===== config.mk =====
export PLATFORM = sky130hd
export DESIGN_NAME = ysyx_22041207_muldiv_ctrl
export DESIGN_NICKNAME = d
export VERILOG_FILES = /design/src/rtl/ysyx_22041207_muldiv_ctrl.sv
export SDC_FILE = /design/constraint.sdc
export NUM_CORES = 1
export LEC_CHECK = 0
export CAP_MARGIN = 20
export CORE_AREA = 5 5 281 283
export CTS_BUF_LIST = sky130_fd_sc_hd__clkbuf_4 sky130_fd_sc_hd__clkbuf_8 sky130_fd_sc_hd__clkbuf_16
export DETAILED_ROUTE_END_ITERATION = 16
export DIE_AREA = 0 0 286 288
export GPL_TIMING_DRIVEN = 0
export SYNTH_ARGS = -nofsm -noshare
export SYNTH_HDL_FRONTEND = slang
export SYNTH_SLANG_ARGS = --single-unit
export TNS_END_PERCENT = 20

===== constraint.sdc =====
create_clock -name i_clk -period 3.2 [get_ports i_clk]
set_input_delay 0.64 -clock i_clk [delete_from_list [all_inputs] [get_ports i_clk]]
set_output_delay 0.64 -clock i_clk [all_outputs]
set_load 0.02 [all_outputs]

===== src/rtl/ysyx_22041207_muldiv_ctrl.sv =====
// Sequencer between the EX-stage ALU and the shared iterative multiplier/divider.
// Prepares operands, runs the valid/ready handshake, formats results and handles div special cases.
module ysyx_22041207_muldiv_ctrl #(
  parameter int XLEN = 64
) (
  input  logic            i_clk,
  input  logic            i_rst,
  input  logic            i_flush,
  input  logic            i_req_valid,
  input  logic [2:0]      i_req_op,
  input  logic            i_req_word,
  input  logic [XLEN-1:0] i_req_a,
  input  logic [XLEN-1:0] i_req_b,
  output logic            o_busy,
  output logic            o_res_valid,
  output logic [XLEN-1:0] o_res,
  output logic            o_mul_valid,
  input  logic            i_mul_ready,
  output logic [XLEN-1:0] o_mul_a,
  output logic [XLEN-1:0] o_mul_b,
  output logic [1:0]      o_mul_sign,
  input  logic            i_mul_out_valid,
  input  logic [XLEN-1:0] i_mul_hi,
  input  logic [XLEN-1:0] i_mul_lo,
  output logic            o_mul_flush,
  output logic            o_div_valid,
  input  logic            i_div_ready,
  output logic [XLEN-1:0] o_div_a,
  output logic [XLEN-1:0] o_div_b,
  output logic            o_div_sign,
  input  logic            i_div_out_valid,
  input  logic [XLEN-1:0] i_div_quot,
  input  logic [XLEN-1:0] i_div_rem,
  output logic            o_div_flush
);

  typedef enum logic [1:0] {IDLE, ISSUE, WAIT, DONE} state_t;

  state_t          r_state, w_nextState;
  logic [2:0]      r_op;
  logic            r_word;
  logic [XLEN-1:0] r_a, r_b, r_res;
  logic [1:0]      r_mulSign;
  logic            r_mulFlush, r_divFlush;

  logic            w_isDivReq, w_divSignedReq, w_accept, w_special;
  logic            w_divZero, w_overflow, w_selReady, w_selOutValid, w_inFlight;
  logic [XLEN-1:0] w_prepA, w_prepB, w_minVal, w_specialRaw, w_unitRes;
  logic [1:0]      w_mulSignReq;

  // Word results are always the low 32 bits sign-extended to XLEN.
  function automatic logic [XLEN-1:0] fmtWord(input logic word, input logic [XLEN-1:0] v);
    return word ? {{(XLEN-32){v[31]}}, v[31:0]} : v;
  endfunction

  assign w_isDivReq     = i_req_op[2];
  assign w_divSignedReq = i_req_op[2] & ~i_req_op[0];
  assign w_accept       = (r_state == IDLE) & i_req_valid & ~i_flush;
  assign w_inFlight     = (r_state == ISSUE) | (r_state == WAIT);

  always_comb begin
    w_prepA = i_req_a;
    w_prepB = i_req_b;
    if (i_req_word) begin
      if (!w_isDivReq || w_divSignedReq) begin
        w_prepA = {{(XLEN-32){i_req_a[31]}}, i_req_a[31:0]};
        w_prepB = {{(XLEN-32){i_req_b[31]}}, i_req_b[31:0]};
      end else begin
        w_prepA = {{(XLEN-32){1'b0}}, i_req_a[31:0]};
        w_prepB = {{(XLEN-32){1'b0}}, i_req_b[31:0]};
      end
    end
  end

  always_comb begin
    w_mulSignReq = 2'b11;
    if (!i_req_word) begin
      case (i_req_op)
        3'd2:    w_mulSignReq = 2'b10;
        3'd3:    w_mulSignReq = 2'b00;
        default: w_mulSignReq = 2'b11;
      endcase
    end
  end

  // Overflow is checked on prepared operands, so the word case compares against sign-extended -2^31.
  assign w_minVal   = i_req_word ? {{(XLEN-31){1'b1}}, {31{1'b0}}} : {1'b1, {(XLEN-1){1'b0}}};
  assign w_divZero  = w_isDivReq & (w_prepB == '0);
  assign w_overflow = w_divSignedReq & (w_prepA == w_minVal) & (w_prepB == '1);
  assign w_special  = w_divZero | w_overflow;

  always_comb begin
    if (w_divZero) w_specialRaw = i_req_op[1] ? w_prepA : '1;
    else           w_specialRaw = i_req_op[1] ? '0 : w_prepA;
  end

  assign w_selReady    = r_op[2] ? i_div_ready : i_mul_ready;
  assign w_selOutValid = r_op[2] ? i_div_out_valid : i_mul_out_valid;

  always_comb begin
    if (r_op[2])          w_unitRes = r_op[1] ? i_div_rem : i_div_quot;
    else if (r_op == 3'd0) w_unitRes = i_mul_lo;
    else                  w_unitRes = i_mul_hi;
  end

  always_comb begin
    w_nextState = r_state;
    if (i_flush) begin
      w_nextState = IDLE;
    end else begin
      case (r_state)
        IDLE:    if (i_req_valid) w_nextState = w_special ? DONE : ISSUE;
        ISSUE:   if (w_selReady) w_nextState = WAIT;
        WAIT:    if (w_selOutValid) w_nextState = DONE;
        DONE:    w_nextState = IDLE;
        default: w_nextState = IDLE;
      endcase
    end
  end

  // Flush pulses are registered so the aborted unit sees a clean one-cycle strobe.
  always_ff @(posedge i_clk) begin
    if (i_rst) begin
      r_state    <= IDLE;
      r_op       <= '0;
      r_word     <= 1'b0;
      r_a        <= '0;
      r_b        <= '0;
      r_res      <= '0;
      r_mulSign  <= '0;
      r_mulFlush <= 1'b0;
      r_divFlush <= 1'b0;
    end else begin
      r_state    <= w_nextState;
      r_mulFlush <= i_flush & w_inFlight & ~r_op[2];
      r_divFlush <= i_flush & w_inFlight & r_op[2];
      if (w_accept) begin
        r_op      <= i_req_op;
        r_word    <= i_req_word;
        r_a       <= w_prepA;
        r_b       <= w_prepB;
        r_mulSign <= w_mulSignReq;
        if (w_special) r_res <= fmtWord(i_req_word, w_specialRaw);
      end
      if ((r_state == WAIT) && w_selOutValid && !i_flush) begin
        r_res <= fmtWord(r_word, w_unitRes);
      end
    end
  end

  assign o_busy      = w_accept | w_inFlight;
  assign o_res_valid = (r_state == DONE);
  assign o_res       = r_res;
  assign o_mul_valid = (r_state == ISSUE) & ~r_op[2] & ~i_flush;
  assign o_div_valid = (r_state == ISSUE) & r_op[2] & ~i_flush;
  assign o_mul_a     = r_a;
  assign o_mul_b     = r_b;
  assign o_mul_sign  = r_mulSign;
  assign o_div_a     = r_a;
  assign o_div_b     = r_b;
  assign o_div_sign  = r_op[2] & ~r_op[0];
  assign o_mul_flush = r_mulFlush;
  assign o_div_flush = r_divFlush;

endmodule

---- After elaboration in Yosys (flattened, before gate mapping) ----
Index checks and enable logic that the tools add are counted.
storage, ports and cells
  input bits .............................. 396
  logic and storage cells ................. 78
  bits in registers ....................... 202
cells by class
  bitwise gates (word level) .............. 21
  reduce and logical (&&, ||, !) cells .... 13
  muxes and demuxes ....................... 25
  equal/unequal tests ..................... 10
operators with widths
  cell                  number
  $mux 64               15
  $eq 64x64->1          1
  $eq 64x64->1 const B  1
  $logic_not 64->1      1
  $mux 63               1
  $and 1x1->1           14
  $mux 2                5
  $pmux 2 s4            1
  $eq 3x2->1 const B    2
  $ne 2x2->1 const B    3
  $eq 2x2->1 const B    2
  $not 1->1             4
  $pmux 2 s2            1
  $reduce_bool 2->1     2
  $logic_not 3->1       1
  $or 1x1->1            3
  $reduce_and 3->1      1
  $eq 2x1->1 const B    1
  $logic_and 1x1->1     2
  $logic_not 1->1       2
  $logic_not 2->1       1
  $mux 1                2
  $reduce_and 2->1      1
  $reduce_or 2->1       1
  $logic_or 1x1->1      1

---- Logic depth before layout (Yosys ltp) ----
Gate-level depths: netlist of the first run.
  word-level depth ........................ 12
  depth in mapped cells ................... 10

---- Least setup slack after synthesis of the first run ----
OpenSTA, ideal clock, no wires.
  path type ............................... input to register
  start ................................... in i_req_word
  end ..................................... reg r_res[11] (netlist: o_res[11])
  slack ................................... 0.519 ns
  setup time .............................. 0.088 ns
  stages on the path ...................... 9
  required time ........................... 3.112 ns
  path buffers ............................ 2
  arrival ................................. 2.593 ns
  cells stage by stage .................... nand2b_1 -> or3_4 -> a2111oi_2 -> nand4_1 -> o211a_1 -> or2_1 -> buf_2 -> buf_6 -> o32ai_2
between the ends
  cells in the longest elaborated chain, start to end .. 8
ends and longest elaborated chain
  element                 line  source
  start: declaration      11    input logic i_req_word,
  $mux 64                 64    if (i_req_word) begin
  $logic_not 64->1        88    assign w_divZero = w_isDivReq & (w_prepB == '0);
  $and 1x1->1             88
  $mux 64                 93    if (w_divZero) w_specialRaw = i_req_op[1] ? w_prepA : '1;
  $mux 64                 53    return word ? {{(XLEN-32){v[31]}}, v[31:0]} : v;
  $mux 64                 143   if (w_special) r_res <= fmtWord(i_req_word, w_specialRaw);
  $mux 64                 137   if (w_accept) begin
  $mux 64                 145   if ((r_state == WAIT) && w_selOutValid && !i_flush) begin
  end signal: assignment  143
  end signal: assignment  146   r_res <= fmtWord(r_word, w_unitRes);
  end: declaration        42    logic [XLEN-1:0] r_a, r_b, r_res;
Several ways; a longest one is shown, not always the timed one. The select of a mux whose other input is x is not followed.
A chain may end at the register's enable or synchronous reset.

---- Worst setup path after layout of the first run ----
  start ................................... in i_flush
  end ..................................... out o_busy
between the ends
  cells in the longest elaborated chain, start to end .. 3
ends and longest elaborated chain
  element             line  source
  start: declaration  8     input logic i_flush,
  $not 1->1           58    assign w_accept = (r_state == IDLE) & i_req_valid & ~i_flush;
  $and 1x1->1         58
  $or 1x1->1          151   assign o_busy = w_accept | w_inFlight;
  end: declaration    14    output logic o_busy,
Every way passes these cells.

==> results.md, run 1 <==
* Setup-failing EPs final at 0
* Power, Total at approximately 8 mW
* Family with the most delay on the worst path: buffers and inverters
* Share of layout cells above drive strength 1 at a little over an eighth
* TritonCTS clock tree: built
* Worst setup path class: in -> out
* Syn-to-layout area delta at 83.3%
* Initial core utilization at between 10% and 20%
* CP max stage cell: clkdlybuf4s50_1
* Yosys warns at 0
* Power Density at 378 mW/mm^2
* Distinct cells, synth at 55
* Wire per inst at approximately 24 um
* Placer Congestion at 0.866
* P_leak at roughly 7.6 nW
* Post-synth net total at ~1,900
* GRT Util Overall at about 18%
* Ys async rst share at 0%
* Top-area cell type share of the netlist area at between 30 and 40%
* WP buf/inv at 4
* Post-synth top flop: dfxtp_1
* Clock root buffer: clkbuf_16
* Total grt overflow at 0
* Mapped Area at 0.0118 mm^2
* Die area at approximately 0.08 mm^2
* Skew final at ~0.016 ns
* Core Region at roughly 0.076 mm^2
* Vias in the first global route at 14,400
* Slew Viols, Final at 0
* Most frequent cell after synthesis: dfxtp_1
* Top cells by area, synth: dfxtp_1, buf_4, a21oi_1
* First-pass GRT wire length at ~110,000 um
* Relative slew slack at around 35%
* Post-synth EDFFs at 0
* IO Count at 725
* Worst EP required at approximately 2.6 ns
* H-tree levels at 1
* Crit path DAT at 2.46 ns
* Final Util at between 20% and 30%
* F_max at 0.322 GHz
* RSZ-0062 raised after global routing: no
* Post-synth top area cell: dfxtp_1
* Largest net degree at the start of global routing at 13
* Seq/Total Area, Yosys at between 30% and 40%
* Total CTS buffers at 26
* Final nets at 2,642
* CP Capture Type: output pin
* Pre-Repair DR Iteration Count at 5
* Synth cell count leaders: dfxtp_1, nand2_1, a21oi_1
* Worst path max stage delay at approximately 0.63 ns
* Vias/cell at about 4.3
* Worst Hold Class: reg -> reg
* Post-Route WL at about 78,000 um
* Final hold violations at 0
* HPWL Detailed at around 66,000 um
* Max cap viols at 0
* CTS Hold Bufs at 0
* Clock Sink Count at just over 200
* Fillers at roughly 8,300
* VDD IR-drop max at roughly 0.32 mV
* FP Rows at 102
* Routed Antenna Nets at 0
* Mapped Cells at approximately 1,500
* IO Port Bufs at ~720
* Crit path launch type: primary input
* Die W at approximately 290 um
* Status: complete, no violations
* Synth Area per Inst at between 7 and 8 um^2
* CTS max path bufs at 3
* Worst-Margin Slew at between 0.9 and 1 ns
* Post-route minimum period at around 3.1 ns
* Flops & latches, synth at slightly above 200
* Clk Latency, worst-skew pair at roughly 0.56 ns
* 1st-iter DRT viols at roughly 760
* Clk pin slew, worst setup/hold paths at approximately 0.060 ns
* CP Cell Sequence: clkdlybuf4s50_1 -> nand3b_1 -> buf_12 -> clkbuf_4 -> nand2b_1 -> dlygate4sd2_1
* Initial antenna violation count at 2
* DRC at 0
* Die Ht at 288 um
* Max FO, Critical Path at 11
* Via Count at between 10,000 and 15,000
* Part of the cycle the worst path needs at 96.9%
==> flip-flops by register name (all words and copies together) (netlist names), 2 cells and up <==
register,flops
o_mul_sign,2
r_op,3
o_res,64
r_state,2
o_div_b,64
o_div_a,64
==> logic make-up (layout without fill, tap and decap cells) <==
kind of cell,count (synthesis),count (layout),synth area share [%]
AOI/OAI and AO/OA,439,439,25.7
adders and majority gates,9,9,0.871
buffers and inverters,288,1072,13.5
DFF,202,202,34.3
muxes,99,99,8.75
other,0,2,0
and+or+nand+nor,438,438,16.9
==> layout by cell type, fill, tap and decap left out, drive strengths merged, types with 38 or more instances in the layout <==
cell type      count
a211oi            62
clkdlybuf4s50    718
buf              169
nor3              38
mux2i             67
clkbuf           135
inv               38
dfxtp            202
o21ai             67
nor2             110
nand2            185
a21oi            163
==> final timing paths <==
path	end	cells after the start	slack, ns	startpoint
worst min register to register	o_res[8]$_SDFFE_PP0P_	2	0.46	o_res[8]$_SDFFE_PP0P_
worst max-delay path	o_busy	6	0.1	i_flush
worst min-delay path	o_res[8]$_SDFFE_PP0P_	2	0.46	o_res[8]$_SDFFE_PP0P_
worst max register to register	o_res[43]$_SDFFE_PP0P_	7	0.19	r_op[0]$_SDFFE_PP0P_
==> area by class of cell <==
class | instances | area [um^2] | share of cell area (%)
Antenna cell | 2 | 5.00 | 0.0232
Buffer | 250 | 1510 | 6.99
Clock buffer | 36 | 768 | 3.56
Clock inverter | 10 | 141 | 0.655
Inverter | 36 | 135 | 0.626
Multi-Input combinational cell | 985 | 6350 | 29.4
Sequential cell | 202 | 4040 | 18.7
Tap cell | 988 | 1240 | 5.72
Timing Repair Buffer | 740 | 7410 | 34.3
==> report_power, final <==
group | switching, mW | internal (mW)
Clock | 1.25 | 1.92
Sequential | 0.112 | 2.62
Combinational | 1.11 | 1.15
Total | 2.47 | 5.68
==> repair_timing <==
action	4_1_cts	5_1_grt
endpoints found under the setup margin	72	51
pin swaps	3	1
resized for setup	51	23
setup buffers	9	2
==> tightest hold or removal path, stage by stage, from the launching register on <==
cell	delay [ns]
dfxtp_1	0.31
inv_1	0.05
o32ai_1	0.05
==> routing by layer <==
metal,vias up,share of wire [%],GRT usage (%)
met5,-,0.0090,0
met4,2,2.2,3.53
met3,74,6.8,4.11
met2,566,50,32.1
met1,6676,41,21.4
li1,6676,-,-
==> per-stage QoR <==
stage / instances / hold WS (ns) / setup WS (ns) / cell area (um^2) / TNS (ns)
floorplan: 1475 / 0.450 / 0.519 / 11800 / 0
global placement: 3185 / 0.442 / -2.20 / 20200 / -203.71
detailed placement: 3192 / 0.448 / -1.73 / 20300 / -147.17
CTS: 3246 / 0.458 / 0.000854 / 21500 / 0
global route: 3247 / 0.477 / 0.00307 / 21600 / 0
finish: 3249 / 0.455 / 0.0991 / 21600 / 0
(Power assumes the default switching activity.)
==> run 2: changes to the inputs <==
CELL_PAD_IN_SITES_DETAIL_PLACEMENT = 1   (was not set)
CELL_PAD_IN_SITES_GLOBAL_PLACEMENT = 2   (was not set)
CORE_AREA = 5 5 279 281   (was 5 5 281 283)
CTS_BUF_LIST = not set   (was sky130_fd_sc_hd__clkbuf_4 sky130_fd_sc_hd__clkbuf_8 sky130_fd_sc_hd__clkbuf_16)
DIE_AREA = 0 0 284 286   (was 0 0 286 288)
PLACE_DENSITY_LB_ADDON = 0.1   (was not set)
==> results.md, run 2 (synthesis gave the netlist of run 1 again) <==
* CP max stage cell: clkdlybuf4s50_1
* Register-to-Register Path Depth at 7 (unchanged)
* Commonest non-fill, non-tap cells in the layout: clkdlybuf4s50_1, dfxtp_1, nand2_1
* Crit path DAT at 2.43 ns (-0.03 ns)
* Most used routing layer: met2
* Post-route insts no fill at 3,242 (-0.22%)
* CP Capture Type: output pin
* Largest net degree at the start of global routing at 16 (+3)
* HPWL Detailed at 70,300 um (+7.1%)
* Die area at 0.0812 mm^2 (-1.4%)
* Wire per inst at 25.4 um (+5.6%)
* Clock Sink Count at 202 (unchanged)
* Initial antenna violation count at 21 (+19)
* Vias in the first global route at 15,400 (+7.4%)
* Total CTS buffers at 29 (+12%)
* Placer Congestion at 0.809 (-6.6%)
* R2R Setup Slk at 0.18 ns (about the same)
* CTS Hold Bufs at 0 (unchanged)
* Status: complete, no violations
* Initial core utilization at 15.7% (+0.26 points)
* 1st-iter DRT viols at 391 (-48%)
* Die Ht at 286 um (-0.69%)
* GR met3 Demand/Resource at 4.52% (+0.41 points)
* Hold EP: o_div_a[16]$_SDFFE_PP0P_
* CTS max path bufs at 3 (unchanged)
* Design Area, Final at 0.0215 mm^2 (-0.45%)
* Worst path max stage delay at 0.70 ns (+0.07 ns)
* Hold path start: i_req_a[16]
* Crit path launch type: flip-flop
* Met1 Resource Use GR at 22.5% (+1.1 points)
* Most common cell after layout, fill and taps aside: clkdlybuf4s50_1
* Max cap viols at 0 (unchanged)
* First-pass GRT wire length at 115,000 um (+8.8%)
* Syn-to-layout area delta at 82.5%
* P_leak at 7.57 nW (-0.39%)
* Pre-Repair DR Iteration Count at 4 (-1)
* Routed Antenna Nets at 0 (unchanged)
* RSZ-0062 raised after global routing: no
* Max FO, Critical Path at 11 (unchanged)
* VDD IR-drop max at 0.287 mV (-9.8%)
* Total grt overflow at 0 (unchanged)
* Clk Latency, worst-skew pair at 0.59 ns (+0.03 ns)
* Worst setup path class: reg -> out
* Post-Route WL at 82,400 um (+5.4%)
* FP Rows at 101 (-0.98%)
* TritonCTS clock tree: built
* Final hold violations at 0 (unchanged)
* Worst Hold Class: in -> reg
* Final nets at 2,629 (-0.49%)
* Met2 usage at 35.7% (+3.6 points)
* F_max at 0.326 GHz (+1.1%)
* Hold Crit Depth at 3 (+1)
* Placed cell areas at 0.0202 mm^2 (-0.51%)
* H-tree levels at 1 (unchanged)
* Slew Viols, Final at 0 (unchanged)
* Part of the cycle the worst path needs at 95.9% (-1.0 points)
* Relative slew slack at 34.1% (-0.52 points)
* Post-Place Cells at 3,175 (-0.53%)
* IO Count at 725 (unchanged)
* Vias/cell at 4.29 (-0.39%)
* Skew final at 0.0234 ns (+0.00760 ns)
* Die W at 284 um (-0.70%)
* Reg-to-reg critical path endpoint: o_res[51]$_SDFFE_PP0P_
* RR Startpoint: r_op[0]$_SDFFE_PP0P_
* Worst-Margin Slew at 0.989 ns (+0.00787 ns)
* Setup-failing EPs final at 0 (unchanged)
* IO Port Bufs at 722 (unchanged)
* Worst EP required at 2.56 ns (about the same)
* Post-route minimum period at 3.07 ns (-0.0326 ns)
* DRC at 0 (unchanged)
* Core Region at 0.0752 mm^2 (-1.6%)
* Clk pin slew, worst setup/hold paths at 0.06 ns (about the same)
* Clock root buffer: clkbuf_16
* GRT Util Overall at 19.3% (+1.6 points)
* Share of layout cells above drive strength 1 at 12.5% (-0.96 points)
* Via Count at 13,900 (-0.60%)
* Power Density at 391 mW/mm^2 (+3.6%)
* CP Cell Sequence: buf_6 -> clkbuf_8 -> clkbuf_4 -> nor3b_1 -> clkdlybuf4s50_1
run 2: changes by cell type in the layout (fill, tap and decap cells not counted), sizes merged, moves of 2 or more:
cell	delta
clkdlybuf4s50	-5
clkinv	+5
dlymetal6s2s	+4
buf	-17
diode	+14
bufinv	+2
run 2: routing by layer:
layer / up-vias / wire [um]
li1: 6652 / -
met1: 6758 / 33200
met2: 419 / 42900
met3: 73 / 4560
met4: 8 / 1590
met5: - / 55
run 2: final cells by class:
cell class / count / area [um^2]
repair buffers: 724 / 7250
well taps: 978 / 1220
fillers: 8747 / 53700
flip-flops and latches: 202 / 4040
clock inverters: 15 / 221
clock buffers: 36 / 782
plain buffers: 250 / 1500
multi-input cells: 985 / 6310
inverters: 36 / 135
diodes: 16 / 40.0
run 2: repair_timing:
item	4_1_cts	5_1_grt
endpoints found under the setup margin	69	50
resized for setup	37	27
buffers inserted	2	0
pin swaps	5	9
run 2: worst max-delay path by stage:
stage / start / to / cells past startpoint
floorplan: i_req_word / o_res[11]$_SDFFE_PP0P_ / 9
global placement: i_req_a[15] / o_res[34]$_SDFFE_PP0P_ / 9
detailed placement: i_req_a[15] / o_res[38]$_SDFFE_PP0P_ / 9
CTS: i_req_op[2] / o_res[22]$_SDFFE_PP0P_ / 9
global route: i_req_b[33] / o_res[26]$_SDFFE_PP0P_ / 10
finish: r_op[2]$_SDFFE_PP0P_ / o_mul_valid / 5
run 2: stage by stage:
step	total power [mW]	utilization [%]	hold slack (ns)	setup TNS (ns)	setup slack, ns
CTS	8.60	28.4	0.464	-0.744	-0.0756
floorplan	3.69	-	0.450	0	0.519
detailed placement	5.04	26.9	0.453	-126.44	-1.48
finish	8.41	28.6	0.445	0	0.132
global route	8.81	28.6	0.419	0	0.00533
global placement	5.02	26.9	0.442	-122.25	-1.42
run 2: report_power, final:
part           total (mW)  switching (mW)  internal (mW)  leakage [nW]
clock                3.45            1.32           2.13         0.496
sequential           2.73           0.111           2.62          1.65
combinational        2.23            1.10           1.13          5.43
run 2: critical path: cells and delay by family, from the launching register on:
family | cells | cell delay [ns]
flip-flops | 1 | 0.30
buffers and inverters | 4 | 1.30
AND/OR/NAND/NOR | 1 | 0.23
==> RTL edit: new RTL, config.mk and constraints of run 1 <==
Make the reset (`i_rst`) asynchronous in one clocked block.
--- a/src/rtl/ysyx_22041207_muldiv_ctrl.sv
+++ b/src/rtl/ysyx_22041207_muldiv_ctrl.sv
@@ -120,5 +120,5 @@
 
   // Flush pulses are registered so the aborted unit sees a clean one-cycle strobe.
-  always_ff @(posedge i_clk) begin
+  always_ff @(posedge i_clk or posedge i_rst) begin
     if (i_rst) begin
       r_state    <= IDLE;
Check against the original RTL: differs if i_rst is asserted again (counterexample within 4 cycles, from zero or initial values and one cycle with i_rst high); with i_rst held inactive, the same outputs for 4 cycles.
==> RTL edit against run 1 <==
  * Routed wire length shrank 2.5%
  * Area after synthesis grew 7.0%
  * Sequential cell count is the same
  * Worst setup slack lost 14 ps
  * Register-to-register slack lost 60 ps
  * Fmax shrank 0.46%
  * Cell area grew 4.8%
  * Critical path type is now primary input to flop
Power is not compared: it rests on default switching activity, and its combinational part moved more than twofold at a synthesized area within 25%.
==> RTL edit: results <==
worst_setup_path:
  reg2reg_slack_ps: 130
  r2r-start: "r_op[2]$_DFFE_PP0P_"
  critPathLaunch: "i_req_b[15]"
  r2r-end: "o_res[37]$_DFFE_PP0P_"
  worstPathMaxFanout: 8
  critPathMaxStageDelay_ps: 590
  worstPathArrival_ps: 3550
  cpMaxStageDelayCell: "or4_4"
  crit_path_end: "o_res[6]$_DFFE_PP0P_"
  reg2regPathDepth: 8
  critical-path-top-delay-family: "simple AND/OR/NAND/NOR gates"
grt:
  first_global_vias: 14306
  track_usage: 0.1712
  grtUsageMet2: 0.2946
  use_met3: 0.03484
  use_met1: 0.2233
  grt_pass1_wl_um: 103500
  grt_max_degree: 37
timing:
  fin_worst_skew_ps: 12.28
  relSlewSlack: 0.2590
final_layout:
  drive_above_1_share: 0.1174
  nNetsFinal: 2648
synthesis:
  syn_nets: 1884
  yosysSeqAreaShare: 0.4008
  async_reset_ff_frac: 1.000
  synth_common_cells: "nand2_1, dfrtp_1, a21oi_1"
  ys_types: 54
placement:
  finalWeightedCongestion: 0.8803
  port_buffers: 723
clocking:
  cts_resized: 67
  post-cts-setup-buffers: 3
min_path:
  whs_endpoint: "o_mul_flush$_DFF_PP0_"
  min_path_type: "primary input to flop"
detailed_routing:
  wl_per_cell_um: 23.38
  vias_per_cell: 4.271
  drtIter0Drc: 651
run_status:
  status: "completed"
-- RTL edit: layout make-up --
| cell class | count | area (sq um) |
|---|---|---|
| fill | 8243 | 53810 |
| timing repair buffer | 738 | 7491 |
| multi-input combinational | 1031 | 6344 |
| sequential | 202 | 5055 |
| buffer | 240 | 1539 |
| tap | 988 | 1236 |
| clock buffer | 41 | 818.3 |
| clock inverter | 5 | 102.6 |
| inverter | 8 | 33.78 |
| antenna | 6 | 15.01 |
-- RTL edit: power by group through the flow --
stage / Combinational, mW / Clock (mW) / Sequential, mW
finish: 13.0 / 3.23 / 4.83
global route: 13.8 / 3.43 / 4.99
CTS: 13.2 / 3.36 / 4.86
detailed placement: 13.1 / 0 / 4.89
global placement: 13.0 / 0 / 4.86
floorplan: 5.29 / 0 / 5.88
-- RTL edit: cells by family after synthesis --
kind of cell / Yosys count / synth area share
adder cells (fa/ha/maj): 6 / 0.005754
AND/OR/NAND/NOR: 555 / 0.1983
multiplexers: 125 / 0.1049
AO/OA/AOI/OAI: 343 / 0.1714
buffers and inverters: 250 / 0.1175
flip-flops: 202 / 0.4008
XOR/XNOR: 2 / 0.001389
-- RTL edit: metal layers --
| layer | wire length (um) | part of all wire | vias up |
|---|---|---|---|
| met5 | 13 | 0.00017 | - |
| met4 | 1663 | 0.022 | 2 |
| met3 | 4731 | 0.062 | 70 |
| met2 | 36890 | 0.48 | 505 |
| met1 | 32900 | 0.43 | 6763 |
| li1 | - | - | 6580 |
-- RTL edit: stage by stage --
step	TNS, ps	cells	instance area (sq um)	hold slack [ps]	setup WS (ps)
floorplan	-11370	1483	12620	469.4	-56.31
global placement	-593590	3194	21090	467.2	-2180
detailed placement	-154240	3204	21250	473.7	-1661
CTS	0	3251	22440	389.7	1.066
global route	-17.06	3256	22630	449.1	-14.15
finish	0	3259	22630	452.0	84.88
